## src/rtl/cw305_reg_bank_if.sv

```systemverilog
// Byte-wide register bus between a host bridge (master) and a register bank (slave).
interface cw305_reg_bank_if #(
    parameter int pADDR_WIDTH   = 21,
    parameter int pBYTECNT_SIZE = 7
);
    logic [pADDR_WIDTH-pBYTECNT_SIZE-1:0] reg_address;
    logic [pBYTECNT_SIZE-1:0]             reg_bytecnt;
    logic [7:0]                           write_data;
    logic                                 reg_read;
    logic                                 reg_write;
    logic                                 reg_addrvalid;
    logic [7:0]                           read_data;

    modport master (
        output reg_address, reg_bytecnt, write_data, reg_read, reg_write, reg_addrvalid,
        input  read_data
    );

    modport slave (
        input  reg_address, reg_bytecnt, write_data, reg_read, reg_write, reg_addrvalid,
        output read_data
    );
endinterface

```

## src/rtl/cw305_reg_bank.sv

```systemverilog
// Register bank for a CW305-style target: input channels, captured output channels,
// and a go/busy/done sequencer with cycle counting and timeout.
module cw305_reg_bank #(
    parameter int          pADDR_WIDTH   = 21,
    parameter int          pBYTECNT_SIZE = 7,
    parameter int          pIN_CH        = 4,
    parameter int          pOUT_CH       = 2,
    parameter int          pDATA_WIDTH   = 128,
    parameter int          pTIMEOUT      = 65535,
    parameter logic [7:0]  pIDENTIFY     = 8'h2e
) (
    input  logic                           usb_clk,
    input  logic                           reset_n,
    cw305_reg_bank_if.slave                bus,
    output logic [pIN_CH*pDATA_WIDTH-1:0]  O_datain,
    input  logic [pOUT_CH*pDATA_WIDTH-1:0] I_dataout,
    input  logic                           I_ready,
    input  logic                           I_done,
    output logic                           O_start,
    output logic                           O_busy,
    output logic                           O_irq
);
    localparam int AW     = pADDR_WIDTH - pBYTECNT_SIZE;
    localparam int BC     = pBYTECNT_SIZE;
    localparam int NBYTES = pDATA_WIDTH / 8;
    localparam logic [31:0] TMO = 32'(pTIMEOUT);

    localparam logic [1:0] S_IDLE  = 2'd0;
    localparam logic [1:0] S_START = 2'd1;
    localparam logic [1:0] S_BUSY  = 2'd2;

    logic [pDATA_WIDTH-1:0] in_ch_reg  [pIN_CH];
    logic [pDATA_WIDTH-1:0] out_ch_reg [pOUT_CH];

    logic [1:0]  state_reg, state_next;
    logic [31:0] counter_reg, counter_next;
    logic [31:0] cycles_reg, cycles_next;
    logic [2:0]  status_reg, status_next;
    logic        irq_reg;
    logic [7:0]  read_data_reg;

    logic [pIN_CH-1:0]  in_sel;
    logic [pOUT_CH-1:0] out_sel;
    logic [NBYTES-1:0]  byte_sel;

    logic wr, rd, busy, byte_ok, byte0;
    logic is_ident, is_ctrl, is_status, is_cycles;
    logic ctrl_wr, go, clr, in_wr_any, capture;
    logic set_done, set_to, set_ov;
    logic [31:0] cnt_inc;

    logic [pDATA_WIDTH-1:0] rd_word, rd_shift;
    logic [31:0]            cy_shift;
    logic [7:0]             rd_byte;

    genvar gi;
    generate
        for (gi = 0; gi < pIN_CH; gi++) begin : g_in
            assign in_sel[gi] = (bus.reg_address == AW'(16 + gi));
            assign O_datain[gi*pDATA_WIDTH +: pDATA_WIDTH] = in_ch_reg[gi];
        end
        for (gi = 0; gi < pOUT_CH; gi++) begin : g_out
            assign out_sel[gi] = (bus.reg_address == AW'(32 + gi));
        end
        for (gi = 0; gi < NBYTES; gi++) begin : g_byte
            assign byte_sel[gi] = (bus.reg_bytecnt == BC'(gi));
        end
    endgenerate

    assign wr        = bus.reg_addrvalid && bus.reg_write;
    assign rd        = bus.reg_addrvalid && bus.reg_read;
    assign busy      = (state_reg != S_IDLE);
    assign byte_ok   = |byte_sel;
    assign byte0     = byte_sel[0];
    assign is_ident  = (bus.reg_address == AW'(0));
    assign is_ctrl   = (bus.reg_address == AW'(1));
    assign is_status = (bus.reg_address == AW'(2));
    assign is_cycles = (bus.reg_address == AW'(3));

    assign ctrl_wr   = wr && is_ctrl && byte0;
    assign go        = ctrl_wr && bus.write_data[0];
    assign clr       = ctrl_wr && bus.write_data[1];
    assign in_wr_any = wr && (|in_sel) && byte_ok;
    assign cnt_inc   = (counter_reg == 32'hFFFF_FFFF) ? counter_reg : counter_reg + 32'd1;

    always_comb begin
        state_next   = state_reg;
        counter_next = counter_reg;
        cycles_next  = cycles_reg;
        capture      = 1'b0;
        set_done     = 1'b0;
        set_to       = 1'b0;
        set_ov       = 1'b0;
        case (state_reg)
            S_IDLE: begin
                if (go) begin
                    if (I_ready) state_next = S_START;
                    else         set_ov     = 1'b1;
                end
            end
            S_START: begin
                counter_next = 32'd0;
                state_next   = S_BUSY;
            end
            S_BUSY: begin
                counter_next = cnt_inc;
                // done is checked first so it wins over a coincident timeout
                if (I_done) begin
                    capture     = 1'b1;
                    cycles_next = cnt_inc;
                    set_done    = 1'b1;
                    state_next  = S_IDLE;
                end else if (cnt_inc >= TMO) begin
                    set_to     = 1'b1;
                    state_next = S_IDLE;
                end
            end
            default: state_next = S_IDLE;
        endcase
        if (busy && (go || in_wr_any)) set_ov = 1'b1;
        status_next = (clr ? 3'b000 : status_reg) | {set_ov, set_to, set_done};
    end

    always_comb begin
        rd_word = '0;
        rd_byte = 8'h00;
        for (int i = 0; i < pIN_CH; i++)  if (in_sel[i])  rd_word = in_ch_reg[i];
        for (int j = 0; j < pOUT_CH; j++) if (out_sel[j]) rd_word = out_ch_reg[j];
        rd_shift = rd_word >> {bus.reg_bytecnt, 3'b000};
        cy_shift = cycles_reg >> {bus.reg_bytecnt, 3'b000};
        if ((|in_sel || |out_sel) && byte_ok)            rd_byte = rd_shift[7:0];
        else if (is_cycles && bus.reg_bytecnt < BC'(4))  rd_byte = cy_shift[7:0];
        else if (byte0 && is_ident)                      rd_byte = pIDENTIFY;
        else if (byte0 && is_ctrl)                       rd_byte = {7'd0, busy};
        else if (byte0 && is_status)                     rd_byte = {5'd0, status_reg};
    end

    always_ff @(posedge usb_clk or negedge reset_n) begin
        if (!reset_n) begin
            state_reg     <= S_IDLE;
            counter_reg   <= 32'd0;
            cycles_reg    <= 32'd0;
            status_reg    <= 3'b000;
            irq_reg       <= 1'b0;
            read_data_reg <= 8'h00;
        end else begin
            state_reg     <= state_next;
            counter_reg   <= counter_next;
            cycles_reg    <= cycles_next;
            status_reg    <= status_next;
            irq_reg       <= status_next[0] | status_next[1];
            read_data_reg <= rd ? rd_byte : 8'h00;
        end
    end

    // Input channels are frozen while an operation is in flight
    always_ff @(posedge usb_clk or negedge reset_n) begin
        if (!reset_n) begin
            for (int i = 0; i < pIN_CH; i++) in_ch_reg[i] <= '0;
        end else if (in_wr_any && !busy) begin
            for (int i = 0; i < pIN_CH; i++)
                for (int j = 0; j < NBYTES; j++)
                    if (in_sel[i] && byte_sel[j]) in_ch_reg[i][j*8 +: 8] <= bus.write_data;
        end
    end

    always_ff @(posedge usb_clk or negedge reset_n) begin
        if (!reset_n) begin
            for (int j = 0; j < pOUT_CH; j++) out_ch_reg[j] <= '0;
        end else if (capture) begin
            for (int j = 0; j < pOUT_CH; j++)
                out_ch_reg[j] <= I_dataout[j*pDATA_WIDTH +: pDATA_WIDTH];
        end
    end

    assign bus.read_data = read_data_reg;
    assign O_start       = (state_reg == S_START);
    assign O_busy        = busy;
    assign O_irq         = irq_reg;
endmodule

```

## src/flat_wrapper.sv

```systemverilog
// flat-port wrapper written by rule: the top's interface ports become plain ports
module cw305_reg_bank_flat 
#(
    parameter int          pADDR_WIDTH   = 21,
    parameter int          pBYTECNT_SIZE = 7,
    parameter int          pIN_CH        = 4,
    parameter int          pOUT_CH       = 2,
    parameter int          pDATA_WIDTH   = 128,
    parameter int          pTIMEOUT      = 65535,
    parameter logic [7:0]  pIDENTIFY     = 8'h2e
)
  (usb_clk, reset_n, O_datain, I_dataout, I_ready, I_done, O_start, O_busy, O_irq, bus_reg_address, bus_reg_bytecnt, bus_write_data, bus_reg_read, bus_reg_write, bus_reg_addrvalid, bus_read_data);
  cw305_reg_bank_if #(.pADDR_WIDTH(pADDR_WIDTH), .pBYTECNT_SIZE(pBYTECNT_SIZE)) bus_i ();
  input  logic usb_clk;
  input  logic reset_n;
  output logic [pIN_CH*pDATA_WIDTH-1:0] O_datain;
  input  logic [pOUT_CH*pDATA_WIDTH-1:0] I_dataout;
  input  logic I_ready;
  input  logic I_done;
  output logic O_start;
  output logic O_busy;
  output logic O_irq;
  input wire logic [$bits(bus_i.reg_address)-1:0] bus_reg_address;
  input wire logic [$bits(bus_i.reg_bytecnt)-1:0] bus_reg_bytecnt;
  input wire logic [$bits(bus_i.write_data)-1:0] bus_write_data;
  input wire logic [$bits(bus_i.reg_read)-1:0] bus_reg_read;
  input wire logic [$bits(bus_i.reg_write)-1:0] bus_reg_write;
  input wire logic [$bits(bus_i.reg_addrvalid)-1:0] bus_reg_addrvalid;
  output wire logic [$bits(bus_i.read_data)-1:0] bus_read_data;
  assign bus_i.reg_address = bus_reg_address;
  assign bus_i.reg_bytecnt = bus_reg_bytecnt;
  assign bus_i.write_data = bus_write_data;
  assign bus_i.reg_read = bus_reg_read;
  assign bus_i.reg_write = bus_reg_write;
  assign bus_i.reg_addrvalid = bus_reg_addrvalid;
  assign bus_read_data = bus_i.read_data;
  cw305_reg_bank #(.pADDR_WIDTH(pADDR_WIDTH), .pBYTECNT_SIZE(pBYTECNT_SIZE), .pIN_CH(pIN_CH), .pOUT_CH(pOUT_CH), .pDATA_WIDTH(pDATA_WIDTH), .pTIMEOUT(pTIMEOUT), .pIDENTIFY(pIDENTIFY)) u_core (.usb_clk(usb_clk), .reset_n(reset_n), .bus(bus_i), .O_datain(O_datain), .I_dataout(I_dataout), .I_ready(I_ready), .I_done(I_done), .O_start(O_start), .O_busy(O_busy), .O_irq(O_irq));
endmodule
```

## config.mk

```make
export PLATFORM = sky130hd
export DESIGN_NAME = cw305_reg_bank_flat
export DESIGN_NICKNAME = d
export VERILOG_FILES = /design/src/rtl/cw305_reg_bank_if.sv /design/src/rtl/cw305_reg_bank.sv /design/src/flat_wrapper.sv
export SDC_FILE = /design/constraint.sdc
export NUM_CORES = 2
export LEC_CHECK = 0
export ABC_AREA = 1
export BUFFER_PORTS_ARGS = -buffer_cell sky130_fd_sc_hd__clkbuf_2
export CAP_MARGIN = 20
export CORE_AREA = 2 2 316 318
export DETAILED_ROUTE_END_ITERATION = 6
export DIE_AREA = 0 0 318 320
export SLEW_MARGIN = 10
export SYNTH_ARGS = -nofsm -noshare
export SYNTH_HDL_FRONTEND = slang
export SYNTH_SLANG_ARGS = --single-unit
```

## constraint.sdc

```tcl
create_clock -name usb_clk -period 3.1 [get_ports usb_clk]
set_input_delay 0.93 -clock usb_clk [delete_from_list [all_inputs] [get_ports usb_clk]]
set_output_delay 0.93 -clock usb_clk [all_outputs]
set_load 0.05 [all_outputs]
```

# Yosys cells after proc, flatten, opt, wreduce, memory -nomap -nowiden
# Index checks and enable logic that the tools add are counted.
# classes
n_lt_le_gt_ge	2
eq_ne	30
add_sub_neg	1
muxes	29
shift	2
n_reduce_logical	156
bitwise	2
# ops
operator	count
$mux W128	6
$reduce_and A2 Y1	65
$shr A128 B10 Y8	1
$logic_and A1 B1 Y1	79
$pmux W32 S2	1
$eq A14 B5 Y1 const B	4
$eq A7 B4 Y1 const B	8
$mux W8	5
$add A32 B1 Y32 const B	1
$eq A32 B32 Y1 const B	1
$ge A32 B16 Y1 const B	1
$mux W32	1
$shr A32 B10 Y8	1
$eq A14 B2 Y1 const B	2
$eq A14 B6 Y1 const B	2
$eq A7 B3 Y1 const B	4
$reduce_or A16 Y1	1
$eq A14 B1 Y1 const B	1
$eq A7 B2 Y1 const B	2
$logic_not A14 Y1	1
$mux W1	9
$mux W2	4
$eq A7 B1 Y1 const B	1
$logic_not A7 Y1	1
17 further kinds	20
# word_totals
inputBits	292
word_cells	294
output_inout_bits	523
regBits	846

# Longest topological paths before layout
# logic_depth
word_depth	10
mapped_depth	20
depth_no_buf	19

# Worst setup path after synthesis
# Ideal clock, no wire load.
# synth_timing
path_kind	input -> register
from	input port bus_reg_address[11]
to	register u_core.in_ch_reg (netlist bit u_core.O_datain[197])
path_buffers	2
path_stages	14
setup_time_ns	0.128
arrival_ns	2.590
required_time_ns	2.972
slack_ns	0.381
path_cell_list	nor2_1 > nand3_1 > nor2_4 > o21ai_1 > nand2_2 > inv_2 > nor3_4 > nand2_4 > nor2_4 > buf_8 > nand2_2 > buf_6 > nand2_1 > o21ai_2
# synth_via
elab_chain_cells	6
word_cells_on_any_way	10
cone_classes	eq/ne (4); reduce/logical (6)
# synth_rtl
item	line_no	text
start, declared	flat_wrapper.sv:23	input wire logic [$bits(bus_i.reg_address)-1:0] bus_reg_address;
$eq A14 B5 Y1	cw305_reg_bank.sv:59	assign in_sel[gi] = (bus.reg_address == AW'(16 + gi));
$reduce_or A4 Y1	cw305_reg_bank.sv:83	assign in_wr_any = wr && (|in_sel) && byte_ok;
$logic_and A1 B1 Y1 (2 in series)	cw305_reg_bank.sv:83	
$logic_and A1 B1 Y1	cw305_reg_bank.sv:160	end else if (in_wr_any && !busy) begin
$reduce_and A2 Y1 (no source line) (*)	-	
end signal, assigned by index	cw305_reg_bank.sv:163	if (in_sel[i] && byte_sel[j]) in_ch_reg[i][j*8 +: 8] <= bus.write_data;
end, declared	cw305_reg_bank.sv:32	logic [pDATA_WIDTH-1:0] in_ch_reg [pIN_CH];
# Mark *: on every way between the ends. The rest lies on a longest branch, timed or not.
# A chain may end at the register's enable or synchronous reset.

# Worst setup path in the final report
# layout_timing
from	input port bus_reg_address[3]
to	register u_core.read_data_reg[7], in the netlist u_core.bus.read_data[7]
# layout_via
elab_chain_cells	10
word_cells_on_any_way	25
cone_classes	eq/ne (7); shift (1); mux (10); reduce/logical (7)
# layout_rtl
item	line_no	text
$eq A14 B5 Y1	cw305_reg_bank.sv:59	
$mux W128 (4 in series)	cw305_reg_bank.sv:127	for (int i = 0; i < pIN_CH; i++) if (in_sel[i]) rd_word = in_ch_reg[i];
$mux W128 (2 in series)	cw305_reg_bank.sv:128	for (int j = 0; j < pOUT_CH; j++) if (out_sel[j]) rd_word = out_ch_reg[j];
$shr A128 B10 Y8	cw305_reg_bank.sv:129	rd_shift = rd_word >> {bus.reg_bytecnt, 3'b000};
$mux W8 (*)	cw305_reg_bank.sv:131	if ((|in_sel || |out_sel) && byte_ok) rd_byte = rd_shift[7:0];
$mux W8 (*)	cw305_reg_bank.sv:152	read_data_reg <= rd ? rd_byte : 8'h00;
end signal, assigned	cw305_reg_bank.sv:152	
end, declared	cw305_reg_bank.sv:40	logic [7:0] read_data_reg;
# Marked as above.

==> impl_metrics.toml <==
[run_status]
status = "complete, no violations"

[final_layout]
utilization_pct = 54.33
diodes = 0
layout-drive-gt1-share_pct = 24.36
largest_reg_flops = 512
syn_to_final_growth_pct = 28.35
finalNetCount = 6745
final_common_cell = "nand2_1"
final_cell_mix = "nand2_1, dfrtp_1, clkbuf_2"

[cts]
cts.sinks = 846
clock_path_buffers = 3
cts-resized-gates = 0
cts_setup_buffers = 0
holdBufCountCts = 0
cts_tree = "built"
clock-root-buffer = "clkbuf_16"
h-tree-depth = 3
clk_pin_slew_ns = 0.07
insertion_delay_ns = 0.70
cts_buffers = 93

[yosys]
synthesis.nets = 5739
synth_enable_flop_cells = 0
synthFlopType = "dfrtp_1"
synth_area_per_cell_um2 = 7.620
synth_area_leaders = "dfrtp_1, nand2_1, o21ai_0, inv_1, nand3_1"
yosys.cell_types.count = 45
synth-seq-cells = 846
synth_top_cell_area_share_pct = 51.04
synth_area_um2 = 41480
yosysWarningCount = 0
async_flop_share_pct = 100.0
yosys.area.top_type = "dfrtp_1"
yosysSeqAreaShare_pct = 51.04
syn_inst = 5443

[placed_design]
io_buffers = 814
gp_congestion = 1.065
dp_hpwl_um = 173900
pre_cts_slack_ns = -0.5321

[power_and_ir_drop]
power_density_nw_per_um2 = 458.9
irDropWorstVdd_v = 0.0003759
leakagePower_nw = 28.89

[setup_path]
cp.arrival_ns = 3.67
path_max_fanout = 17
critical_path_class = "in -> reg"
critPathLaunchType = "input port"
path_buf_inv = 5
cp-end-kind = "flop"
worst-r2r-cell-count = 16
slowest_stage = "a21oi_1"
slowest_delay_ns = 0.34
worstPathRequired_ns = 3.73
critPathTopFamily = "simple AND/OR/NAND/NOR gates"
path_depth = 18
crit_chain = "clkbuf_2 -> inv_1 -> nand2_1 -> nor2_2 -> nand2_1 -> inv_1 -> nand2_4 -> buf_12 -> buf_12 -> nor2_1 -> nor2_1 -> nand3_1 -> nand3_1 -> nand3_1 -> nand3_1 -> a21oi_1 -> nor2_1 -> nor2_1"

[floorplan]
die_w_um = 318
die_y_um = 320
rows = 115
core_um2 = 97990
io_pins = 815
die-area_um2 = 101800
start_util_pct = 42.33

[timing]
finalHoldViolCount = 0
skew_ns = 0.02567
rsz0062_at_grt = "false"
setup_viol = 0
period_needed_ns = 3.042
clock.fmax_mhz = 328.8
worst_slack_ns = 0.05835
relSlewSlack_pct = 33.29
drv_slew = 0
fin_crit_sh_pct = 98.12
tightest_slew_ns = 1.001

[grt]
globalRouteTotalUtil_pct = 42.58
grt_overflow = 0
grt_pass1_vias = 41110
antenna_found_initial = 13
grt_max_degree = 209
grt_first_pass_wirelength_um = 308900

[detailed_routing]
met2_length_um = 100600
dr.max_layer_used = "met5"
wl_met1_um = 83550
via_count = 43600
wl_per_cell_um = 28.31
routed_via_density = 5.579
drtIter0Drc = 5492
wirelength_um = 221200
drtPass1Iterations = 7
drc_errors = 0
wl_met3_um = 20040
drtAntennaViolNets = 0

[run]
cap_viol_max_count = 0

[hold_path]
min_path_type = "in -> async"
-- Yosys cell counts, types with 2 or more instances --
library cell and number:
o21ai_0 423, buf_2 73, nand2_1 2284, inv_2 9, buf_4 4, a21oi_1 58
dfrtp_1 846, nor2_2 8, o211ai_1 30, a22o_1 17, ha_1 4, o31ai_1 20
buf_1 12, nand2_2 16, nor2_1 280, o21ai_2 36, nand3_1 257, nor3_4 2
clkinv_1 10, o221a_2 4, o22ai_1 26, o21ai_1 217, or2_2 54, nor2_4 9
clkbuf_1 209, o21bai_1 3, nor4_1 2, nand2_4 31, nor3_1 18, nand4_1 33
a31oi_1 3, a221oi_1 4, inv_1 350, nand3b_1 28, nor3_2 9, or2_0 9
xor2_1 13, buf_6 24, buf_8 2
-- report_power, final --
group          leakage (nW)  internal [W]  total, W  switching (W)
registers              11.8        0.0110    0.0110  0.00000000184
logic                  15.5      0.000391   0.00134       0.000944
clock network          1.59       0.00698    0.0121        0.00507
-- area by class of cell --
type | instances | area [um^2]
fillers | 9540 | 44750
well taps | 1287 | 1610
clock inverters | 51 | 660.6
multi-input cells | 3903 | 17430
flip-flops and latches | 846 | 21170
clock buffers | 123 | 2611
repair buffers | 1236 | 8356
inverters | 369 | 1395
-- path summary, 6_finish.rpt --
kind                                                    start                                 end  slack [ns]
min in group usb_clk                            I_dataout[18]  u_core.out_ch_reg[146]$_DFFE_PN0P_        0.42
min reg2reg                u_core.out_ch_reg[149]$_DFFE_PN0P_  u_core.out_ch_reg[149]$_DFFE_PN0P_        0.47
min                                                   reset_n     u_core.O_datain[50]$_DFFE_PN0P_        0.19
max in group asynchronous                             reset_n    u_core.O_datain[468]$_DFFE_PN0P_        1.96
max reg2reg                u_core.counter_reg[20]$_DFFE_PN0P_     u_core.state_reg[0]$_DFFE_PN0P_        0.52
max                                        bus_reg_address[3]   u_core.bus.read_data[7]$_DFF_PN0_        0.06
-- kinds of logic (layout without fill, tap and decap cells) --
kind of cell	after synthesis	in the layout	share of synthesized area, %
AO/OA/AOI/OAI	843	843	11.17
XOR/XNOR	13	13	0.2745
adder cells (fa/ha/maj)	4	4	0.1207
buffers and inverters	694	1779	7.065
flip-flops	846	846	51.04
AND/OR/NAND/NOR	3043	3043	30.33
-- metal layers --
metal  track usage, %  vias up
met2            66.96     2434
met4            27.26       24
met3            9.923      622
met5                0        -
li1                 -    19300
met1            52.85    21220
-- through the flow --
step	hold slack [ns]	instances	power (W)	setup TNS [ns]	area (um^2)
after global routing	0.2004	7815	0.02499	0	53230
after CTS	0.2040	7815	0.02446	0	53230
after global placement	0.4549	7641	0.01256	-32.80	49960
after floorplan	0.4401	5443	0.01159	0	41480
final	0.1911	7815	0.02443	0	53230
after detailed placement	0.4586	7641	0.01256	-41.20	49960
(Power assumes the default switching activity.)
